File: config.mk
export PLATFORM = sky130hd
export DESIGN_NAME = fsm_master_nch
export DESIGN_NICKNAME = d
export VERILOG_FILES = /design/src/rtl/fsm_master_nch.sv
export SDC_FILE = /design/constraint.sdc
export NUM_CORES = 1
export LEC_CHECK = 0
export BUFFER_PORTS_ARGS = -buffer_cell sky130_fd_sc_hd__buf_4
export CORE_MARGIN = 2
export CORE_UTILIZATION = 47
export CTS_CLUSTER_DIAMETER = 50
export DETAILED_ROUTE_END_ITERATION = 8
export PLACE_DENSITY = 0.68
export SYNTH_ARGS = -nofsm -noshare
export SYNTH_HDL_FRONTEND = slang
export SYNTH_SLANG_ARGS = --single-unit
File: constraint.sdc
create_clock -name clk_i -period 2.5 [get_ports clk_i]
set_clock_uncertainty 0.05 [all_clocks]
set_input_delay 0.5 -clock clk_i [delete_from_list [all_inputs] [get_ports clk_i]]
set_output_delay 0.5 -clock clk_i [all_outputs]
set_load 0.1 [all_outputs]
File: src/rtl/fsm_master_nch.sv
// ADC conversion sequencer for up to NCH channels.
// Steps the SPI ADC master through the enabled channels (single or continuous
// sweeps), strobes the per-channel holding registers and reports EOC timeouts.
module fsm_master_nch #(
    parameter int unsigned NCH     = 4,
    parameter int unsigned SEL_W   = 2,
    parameter int unsigned TO_W    = 16,
    parameter int unsigned TIMEOUT = 1000
) (
    input  logic             clk_i,
    input  logic             rst_i,
    input  logic             stm_i,
    input  logic             cont_i,
    input  logic             stop_i,
    input  logic [NCH-1:0]   ch_en_i,
    input  logic             eoc_i,
    output logic             st_o,
    output logic [SEL_W-1:0] sel_o,
    output logic [NCH-1:0]   hold_o,
    output logic             eos_o,
    output logic             busy_o,
    output logic             err_o,
    output logic [SEL_W-1:0] err_ch_o
);

    typedef enum logic [2:0] {
        S_IDLE,
        S_START,
        S_WAIT,
        S_HOLD,
        S_NEXT
    } state_t;

    localparam logic [TO_W-1:0] TO_LAST = TO_W'(TIMEOUT - 1);

    state_t           state_q, state_d;
    logic [SEL_W-1:0] sel_q, sel_d;
    logic [NCH-1:0]   mask_q, mask_d;
    logic             cont_q, cont_d;
    logic             stop_q, stop_d;
    logic [TO_W-1:0]  cnt_q, cnt_d;
    logic             err_q, err_d;
    logic [SEL_W-1:0] err_ch_q, err_ch_d;
    logic [NCH-1:0]   higher;

    // Index of the lowest set bit of a channel mask (0 when the mask is empty).
    function automatic logic [SEL_W-1:0] lowest_ch(input logic [NCH-1:0] m);
        logic [SEL_W-1:0] r;
        logic             found;
        r     = '0;
        found = 1'b0;
        for (int unsigned i = 0; i < NCH; i++) begin
            if (m[i] && !found) begin
                r     = SEL_W'(i);
                found = 1'b1;
            end
        end
        return r;
    endfunction

    // State and datapath registers with synchronous reset.
    always_ff @(posedge clk_i) begin
        if (rst_i) begin
            state_q  <= S_IDLE;
            sel_q    <= '0;
            mask_q   <= '0;
            cont_q   <= 1'b0;
            stop_q   <= 1'b0;
            cnt_q    <= '0;
            err_q    <= 1'b0;
            err_ch_q <= '0;
        end else begin
            state_q  <= state_d;
            sel_q    <= sel_d;
            mask_q   <= mask_d;
            cont_q   <= cont_d;
            stop_q   <= stop_d;
            cnt_q    <= cnt_d;
            err_q    <= err_d;
            err_ch_q <= err_ch_d;
        end
    end

    // Next-state and next-datapath decisions.
    always_comb begin
        state_d  = state_q;
        sel_d    = sel_q;
        mask_d   = mask_q;
        cont_d   = cont_q;
        stop_d   = stop_q;
        cnt_d    = cnt_q;
        err_d    = err_q;
        err_ch_d = err_ch_q;

        // Enabled channels strictly above the current one in the latched mask.
        higher = '0;
        for (int unsigned i = 0; i < NCH; i++) begin
            higher[i] = mask_q[i] && (SEL_W'(i) > sel_q);
        end

        if (state_q != S_IDLE && stop_i) begin
            stop_d = 1'b1;
        end

        case (state_q)
            S_IDLE: begin
                if (stm_i && (|ch_en_i)) begin
                    mask_d  = ch_en_i;
                    cont_d  = cont_i;
                    err_d   = 1'b0;
                    stop_d  = 1'b0;
                    sel_d   = lowest_ch(ch_en_i);
                    state_d = S_START;
                end
            end
            S_START: begin
                cnt_d   = '0;
                state_d = S_WAIT;
            end
            S_WAIT: begin
                // eoc_i takes precedence over a timeout in the same cycle.
                if (eoc_i) begin
                    state_d = S_HOLD;
                end else if (cnt_q == TO_LAST) begin
                    err_d    = 1'b1;
                    err_ch_d = sel_q;
                    state_d  = S_NEXT;
                end else begin
                    cnt_d = cnt_q + TO_W'(1);
                end
            end
            S_HOLD: begin
                state_d = S_NEXT;
            end
            S_NEXT: begin
                if (|higher) begin
                    sel_d   = lowest_ch(higher);
                    state_d = S_START;
                end else if (cont_q && !stop_q) begin
                    mask_d = ch_en_i;
                    if (|ch_en_i) begin
                        sel_d   = lowest_ch(ch_en_i);
                        state_d = S_START;
                    end else begin
                        state_d = S_IDLE;
                    end
                end else begin
                    state_d = S_IDLE;
                end
            end
            default: begin
                state_d = S_IDLE;
            end
        endcase
    end

    // Moore outputs decoded from the current state.
    always_comb begin
        st_o   = (state_q == S_START);
        eos_o  = (state_q == S_IDLE);
        busy_o = (state_q != S_IDLE);
        hold_o = '0;
        for (int unsigned i = 0; i < NCH; i++) begin
            hold_o[i] = (state_q == S_HOLD) && (sel_q == SEL_W'(i));
        end
    end

    assign sel_o    = sel_q;
    assign err_o    = err_q;
    assign err_ch_o = err_ch_q;

endmodule

==> results of run 1 <==
[worst register-to-register path: stages (launching register included)]
cell and delay, ns:
dfxtp_1 0.56, nor4b_4 0.57, o211ai_2 0.25, or3_1 0.36, a21oi_1 0.14
[power groups by stage]
stage	clock [uW]	combinational (uW)	sequential, uW
2_1_floorplan	0	192	525
3_3_place_gp	0	239	516
3_5_place_dp	0	243	518
4_1_cts	291	243	507
5_1_grt	314	259	511
6_report	279	242	507
[kinds of logic (layout without fill, tap and decap cells)]
family / count (synthesis) / in the layout
and+or+nand+nor: 84 / 84
DFF: 29 / 29
AOI/OAI and AO/OA: 27 / 27
buffers and inverters: 18 / 38
xor gates and xnor gates: 12 / 12
muxes: 6 / 6
adders and majority gates: 1 / 1
[metal layers]
metal | up-vias | wire length (um) | share of wire, %
met2 | 19 | 1420 | 45
met4 | 0 | 43 | 1.4
li1 | 663 | - | -
met1 | 607 | 1600 | 50
met5 | - | 0 | 0
met3 | 5 | 110 | 3.5
[registers in the layout, indices dropped and copies added, names as in the netlist]
signal    flops
cnt_q        16
state_q       3
sel_o         2
err_ch_o      2
err_o         1
stop_q        1
mask_q        3
cont_q        1
[path summary, 6_finish.rpt]
| check | endpoint | cells after the start | slack, ns |
|---|---|---|---|
| worst max register to register | cnt_q[8]$_SDFFE_PP0P_ | 4 | 0.51 |
| worst min register to register | err_o$_SDFFE_PP0P_ | 1 | 0.42 |
| worst max-delay path | eos_o | 4 | 0.32 |
| worst min-delay path | stop_q$_SDFF_PP0_ | 3 | 0.36 |
[placed cells by master (no fill, tap or decap), drive strengths merged, types with 2 or more instances in the layout]
cell     n
o21ai    6
nor3b    3
nand4    5
nor2b    2
nor4     4
or3      4
nand3    8
mux2i    6
or2      2
nor3     6
o22ai    2
and3     5
a211oi   2
nand2b   2
a21oi    9
nor2    28
nand2    8
a31oi    2
buf     22
dfxtp   29
clkbuf   7
xor2     7
inv      9
nor4b    2
xnor2    5
[layout make-up]
cell class / instances / share of cell area, %
clock buffers: 7 / 3.02
inverters: 9 / 1.85
well taps: 44 / 3.02
repair buffers: 22 / 9.05
multi-input cells: 130 / 51.1
flip-flops and latches: 29 / 31.9
[per-stage QoR]
step | cell area [um2] | hold WS, ns | std cells | worst slack [ns]
2_1_floorplan | 1610 | 0.404 | 177 | 0.0262
3_3_place_gp | 1770 | 0.394 | 234 | 0.495
5_1_grt | 1830 | 0.384 | 241 | 0.247
6_report | 1830 | 0.355 | 241 | 0.320
4_1_cts | 1830 | 0.349 | 241 | 0.308
3_5_place_dp | 1770 | 0.397 | 234 | 0.429
==> flow_metrics.py, run 1 <==
metrics = {
    "run_status": {
        "status": "finished clean",
    },
    "synthesis": {
        "synth_top_cell_by_area": "dfxtp_1",
        "synth_fa_ha_area_share_pct": 0.805,
        "synth_top_area_share_pct": 37.3,
        "synth_edf_count": 0,
        "yosys_warnings": 0,
        "synthCells": 177,
        "syn-num-nets": 188,
        "synth_mux_area_share_pct": 3.86,
        "ys_seq_area_share_pct": 37.3,
        "synth_flop_cell": "dfxtp_1",
        "synth_top_family_by_area": "simple AND/OR/NAND/NOR gates",
        "avgSynthCellArea_um2": 8.79,
        "synth-xor-area-share_pct": 6.76,
        "syn_area_um2": 1560,
        "ys_types": 47,
        "synth_compound_area_share_pct": 11.7,
        "synth-simple-area-share_pct": 33.6,
        "ys_ff_latch": 29,
        "synth-async-reset-ratio_pct": 0,
        "yosysMostFrequentCell": "dfxtp_1",
        "yosys-top-cells-count": "29 x dfxtp_1, 28 x nor2_1, 9 x a21oi_1",
        "synth.area.top_cells": "dfxtp_1 37%, nor2_1 6.8%, xor2_1 3.9%",
    },
    "global_route": {
        "grtUsageMet3_pct": 5.04,
        "grt_pass1_wl_mm": 5.45,
        "grt_util_met2_pct": 29.9,
        "globalRouteMet1Util_pct": 26.1,
        "antenna_found_initial": 0,
        "grt_start_max_net_pins": 18,
        "gr-total-overflow": 0,
        "top_usage_layer": "met2",
        "grt_pass1_vias": 1236,
        "gr-usage-all-layers_pct": 19.4,
    },
    "power": {
        "power_uw": 1030,
        "switching_share_pct": 33.0,
        "p_per_area_nw_per_um2": 563,
        "ir_drop_mv": 0.363,
        "power.switching_uw": 340,
        "seq_power_share_pct": 49.3,
        "p_int_uw": 688,
        "leakage_uw": 0.000692,
        "power_frac_clock_pct": 27.1,
        "pwr-share-comb_pct": 23.5,
    },
    "run": {
        "drv_cap": 0,
    },
    "clock_network": {
        "clk_latency_ns": 0.32,
        "numCtsBuffers": 5,
        "h-tree-depth": 2,
        "cts_resized": 0,
        "cts_hold_buf": 0,
        "cts_tree": "built",
        "clkTransAtPathRegs_ns": 0.08,
        "root_buffer": "clkbuf_4",
        "clock_sinks": 29,
        "cts_buffer_depth": 2,
        "post_cts_buffers": 0,
    },
    "floorplanning": {
        "num_rows": 20,
        "die_h_um": 61.5,
        "start_util_pct": 50.1,
        "die_w_um": 61.5,
        "die_area_um2": 3790,
        "io_pins": 22,
        "core-area_um2": 3100,
    },
    "worst_setup_path": {
        "critPathRequiredTime_ns": 1.95,
        "crit_family": "buffers and inverters",
        "crit_arrival_ns": 1.63,
        "crit_buf_inv": 3,
        "max_stage_delay_ns": 0.42,
        "slowest_stage": "or3_4",
        "crit_fanout": 9,
        "crit_type": "reg -> out",
        "cp-startpoint": "state_q[2]$_SDFFE_PP0P_",
        "crit_chain": "buf_4 -> or3_4 -> inv_2 -> buf_4",
        "r2r-start": "state_q[1]$_SDFFE_PP0P_",
        "cp_common_cell": "buf_4",
        "critPathLaunchType": "register",
        "endpoint_kind": "primary output",
    },
    "placement": {
        "portBuffers": 21,
        "finalWeightedCongestion": 0.864,
        "dp_hpwl_mm": 2.39,
    },
    "hold_path": {
        "min_from": "stop_i",
        "hold_path.class": "in -> reg",
    },
    "finish": {
        "syn2layout_area_growth_pct": 17.4,
        "seqCellArea_um2": 583,
        "fin_util_pct": 58.8,
        "final_layout_size_suffix_gt1_share_pct": 26.4,
        "multiInputGateArea_um2": 933,
        "n_antenna_cell": 0,
        "fill_cells": 304,
        "nets": 208,
    },
    "timing": {
        "worst_pin_slew_ns": 0.573,
        "slew_viol_final": 0,
        "final.setup.tns_ns": 0,
        "relSlewSlack_pct": 61.6,
        "fin_crit_sh_pct": 87.2,
        "fin_crit_ns": 2.18,
        "fmax_mhz": 459,
        "finalSetupViolations": 0,
        "finalHoldViolations": 0,
        "rsz0062_at_grt": "false",
    },
    "detailed_routing": {
        "drt_iter0_markers": 73,
        "drtPass1Iterations": 4,
        "drc": 0,
        "vias": 1294,
        "viasPerCell": 5.37,
        "drt-total-wl_mm": 3.17,
        "postRouteAntennaNets": 0,
        "wl_per_cell_um": 13.1,
    },
}
(Power assumes the default switching activity.)
==> run 2: changes to the inputs <==
--- a/config.mk
+++ b/config.mk
@@ -6,11 +6,13 @@
 export NUM_CORES = 1
 export LEC_CHECK = 0
 export BUFFER_PORTS_ARGS = -buffer_cell sky130_fd_sc_hd__buf_4
+export CELL_PAD_IN_SITES_DETAIL_PLACEMENT = 0
+export CELL_PAD_IN_SITES_GLOBAL_PLACEMENT = 1
 export CORE_MARGIN = 2
-export CORE_UTILIZATION = 47
+export CORE_UTILIZATION = 42
 export CTS_CLUSTER_DIAMETER = 50
 export DETAILED_ROUTE_END_ITERATION = 8
-export PLACE_DENSITY = 0.68
+export PLACE_DENSITY = 0.79
 export SYNTH_ARGS = -nofsm -noshare
 export SYNTH_HDL_FRONTEND = slang
 export SYNTH_SLANG_ARGS = --single-unit
==> run 2 against run 1 <==
  * Die area is 11% higher
  * Largest cell class unchanged
  * Sequential share of layout area fell by 1.4 points
  * Sequential power is essentially flat
  * Largest power group is now clock
  * Non-clock buffer count stayed put
  * Clock-buffer cell count shrank 2
  * Routed wire length increased by 7.1%
  * Critical path depth is the same
  * Clock power grew 110%
  * Utilization decreased by 5.9 points
  * Critical endpoint is now hold_o[2]
  * First-iteration DRC count is 18% higher
  * Cell area up 4.6%
  * Register-to-register slack got worse by 0.05 ns
==> flow_metrics.py, run 2 (same netlist as run 1, synthesis figures left out) <==
metrics = {
    "power": {
        "seq_power_share_pct": 38.1,
        "power.switching_uw": 382,
        "switching_share_pct": 28.6,
        "p_int_uw": 952,
        "leakage_uw": 0.000729,
        "p_per_area_nw_per_um2": 699,
        "ir_drop_mv": 0.282,
        "pwr-share-comb_pct": 18.1,
        "power_frac_clock_pct": 43.9,
        "power_uw": 1330,
    },
    "timing": {
        "finalSetupViolations": 0,
        "relSlewSlack_pct": 59.6,
        "fmax_mhz": 458,
        "fin_crit_ns": 2.19,
        "worst_pin_slew_ns": 0.604,
        "slew_viol_final": 0,
        "rsz0062_at_grt": "false",
        "finalHoldViolations": 0,
        "final.setup.tns_ns": 0,
        "fin_crit_sh_pct": 87.4,
    },
    "detailed_routing": {
        "drc": 0,
        "drt_iter0_markers": 86,
        "drt-total-wl_mm": 3.39,
        "postRouteAntennaNets": 0,
        "drtPass1Iterations": 4,
        "vias": 1329,
        "wl_per_cell_um": 13.8,
        "viasPerCell": 5.40,
    },
    "clock_network": {
        "clock_sinks": 29,
        "h-tree-depth": 2,
        "cts_resized": 0,
        "cts_tree": "built",
        "root_buffer": "clkbuf_8",
        "post_cts_buffers": 0,
        "cts_buffer_depth": 2,
        "numCtsBuffers": 5,
        "clk_latency_ns": 0.29,
        "cts_hold_buf": 0,
        "clkTransAtPathRegs_ns": 0.07,
    },
    "finish": {
        "multiInputGateArea_um2": 933,
        "fin_area_um2": 1910,
        "fill_cells": 351,
        "seqCellArea_um2": 583,
        "layout_common_cells": "27 x nor2_1, 27 x dfxtp_1, 22 x buf_4, 9 x a21oi_1",
        "nets": 208,
        "largest_reg_flops": 16,
        "fin_util_pct": 52.9,
        "top_regs": "cnt_q x16, mask_q x3, state_q x3",
        "n_antenna_cell": 0,
        "final_layout_size_suffix_gt1_share_pct": 27.3,
        "syn2layout_area_growth_pct": 22.8,
        "top_register": "cnt_q",
    },
    "floorplanning": {
        "die_w_um": 64.9,
        "core-area_um2": 3610,
        "start_util_pct": 43.1,
        "io_pins": 22,
        "die_area_um2": 4210,
        "num_rows": 22,
        "die_h_um": 64.9,
    },
    "worst_setup_path": {
        "crit_arrival_ns": 1.64,
        "regToRegSetupSlack_ns": 0.46,
        "endpoint_kind": "primary output",
        "critPathRequiredTime_ns": 1.95,
        "crit_fanout": 11,
        "crit_type": "reg -> out",
        "critPathLaunchType": "register",
    },
    "placement": {
        "portBuffers": 21,
        "place_area_um2": 1780,
        "dp_hpwl_mm": 2.55,
        "finalWeightedCongestion": 0.798,
    },
    "global_route": {
        "antenna_found_initial": 0,
        "gr-usage-all-layers_pct": 18.9,
        "grt_pass1_vias": 1367,
        "gr-total-overflow": 0,
        "grt_start_max_net_pins": 18,
        "grt_pass1_wl_mm": 6.05,
    },
    "run_status": {
        "status": "finished clean",
    },
    "run": {
        "drv_cap": 0,
    },
    "hold_path": {
        "hold_path.class": "in -> reg",
    },
}
[run 2: cell types whose count changed in the layout (fill, tap and decap cells not counted)]
cell       delta
clkbuf_8      +4
clkbuf_4      -5
clkbuf_1      -1
bufinv_16     +2
clkinv_2      +1
[run 2: layout make-up]
cell class              count  area share (%)
well taps                  48            3.15
flip-flops and latches     29            30.5
multi-input cells         130            48.9
repair buffers             22            8.65
clock buffers               5            3.60
clock inverters             3            3.41
inverters                   9            1.77
[run 2: worst paths after layout]
kind                                start               endpoint  depth (start not counted)
setup / recovery  state_q[2]$_SDFFE_PP0P_              hold_o[2]                          4
hold / removal                     stop_i      stop_q$_SDFF_PP0_                          3
setup reg to reg  state_q[2]$_SDFFE_PP0P_  cnt_q[9]$_SDFFE_PP0P_                          4
hold reg to reg        err_o$_SDFFE_PP0P_     err_o$_SDFFE_PP0P_                          1
[run 2: metrics by stage]
stage / worst slack [ns] / hold WS, ns / instances
finish: 0.314 / 0.395 / 246
global route: 0.248 / 0.418 / 246
CTS: 0.308 / 0.394 / 246
detailed placement: 0.456 / 0.397 / 238
global placement: 0.487 / 0.396 / 238
floorplan: 0.0262 / 0.404 / 177
[run 2: power groups by stage]
stage / Sequential [uW] / Combinational [uW] / Clock (uW)
after CTS: 507 / 243 / 594
after global routing: 511 / 257 / 623
final: 508 / 241 / 585
after detailed placement: 518 / 242 / 0
after floorplan: 525 / 192 / 0
after global placement: 518 / 240 / 0
[run 2: metal layers]
metal  vias up  GRT usage (%)  routed length (um)
met1       634           20.9                1480
met3         5           6.08                 158
met4         0           8.78                  57
met5         -              0                   0
met2        28           32.6                1690
li1        662              -                   -
[run 2: worst max-delay path, cell delays in order, from the launching register on]
cell and delay (ns):
dfxtp_1 0.71, inv_1 0.13, nand2_1 0.21, nor3_4 0.06, buf_4 0.24
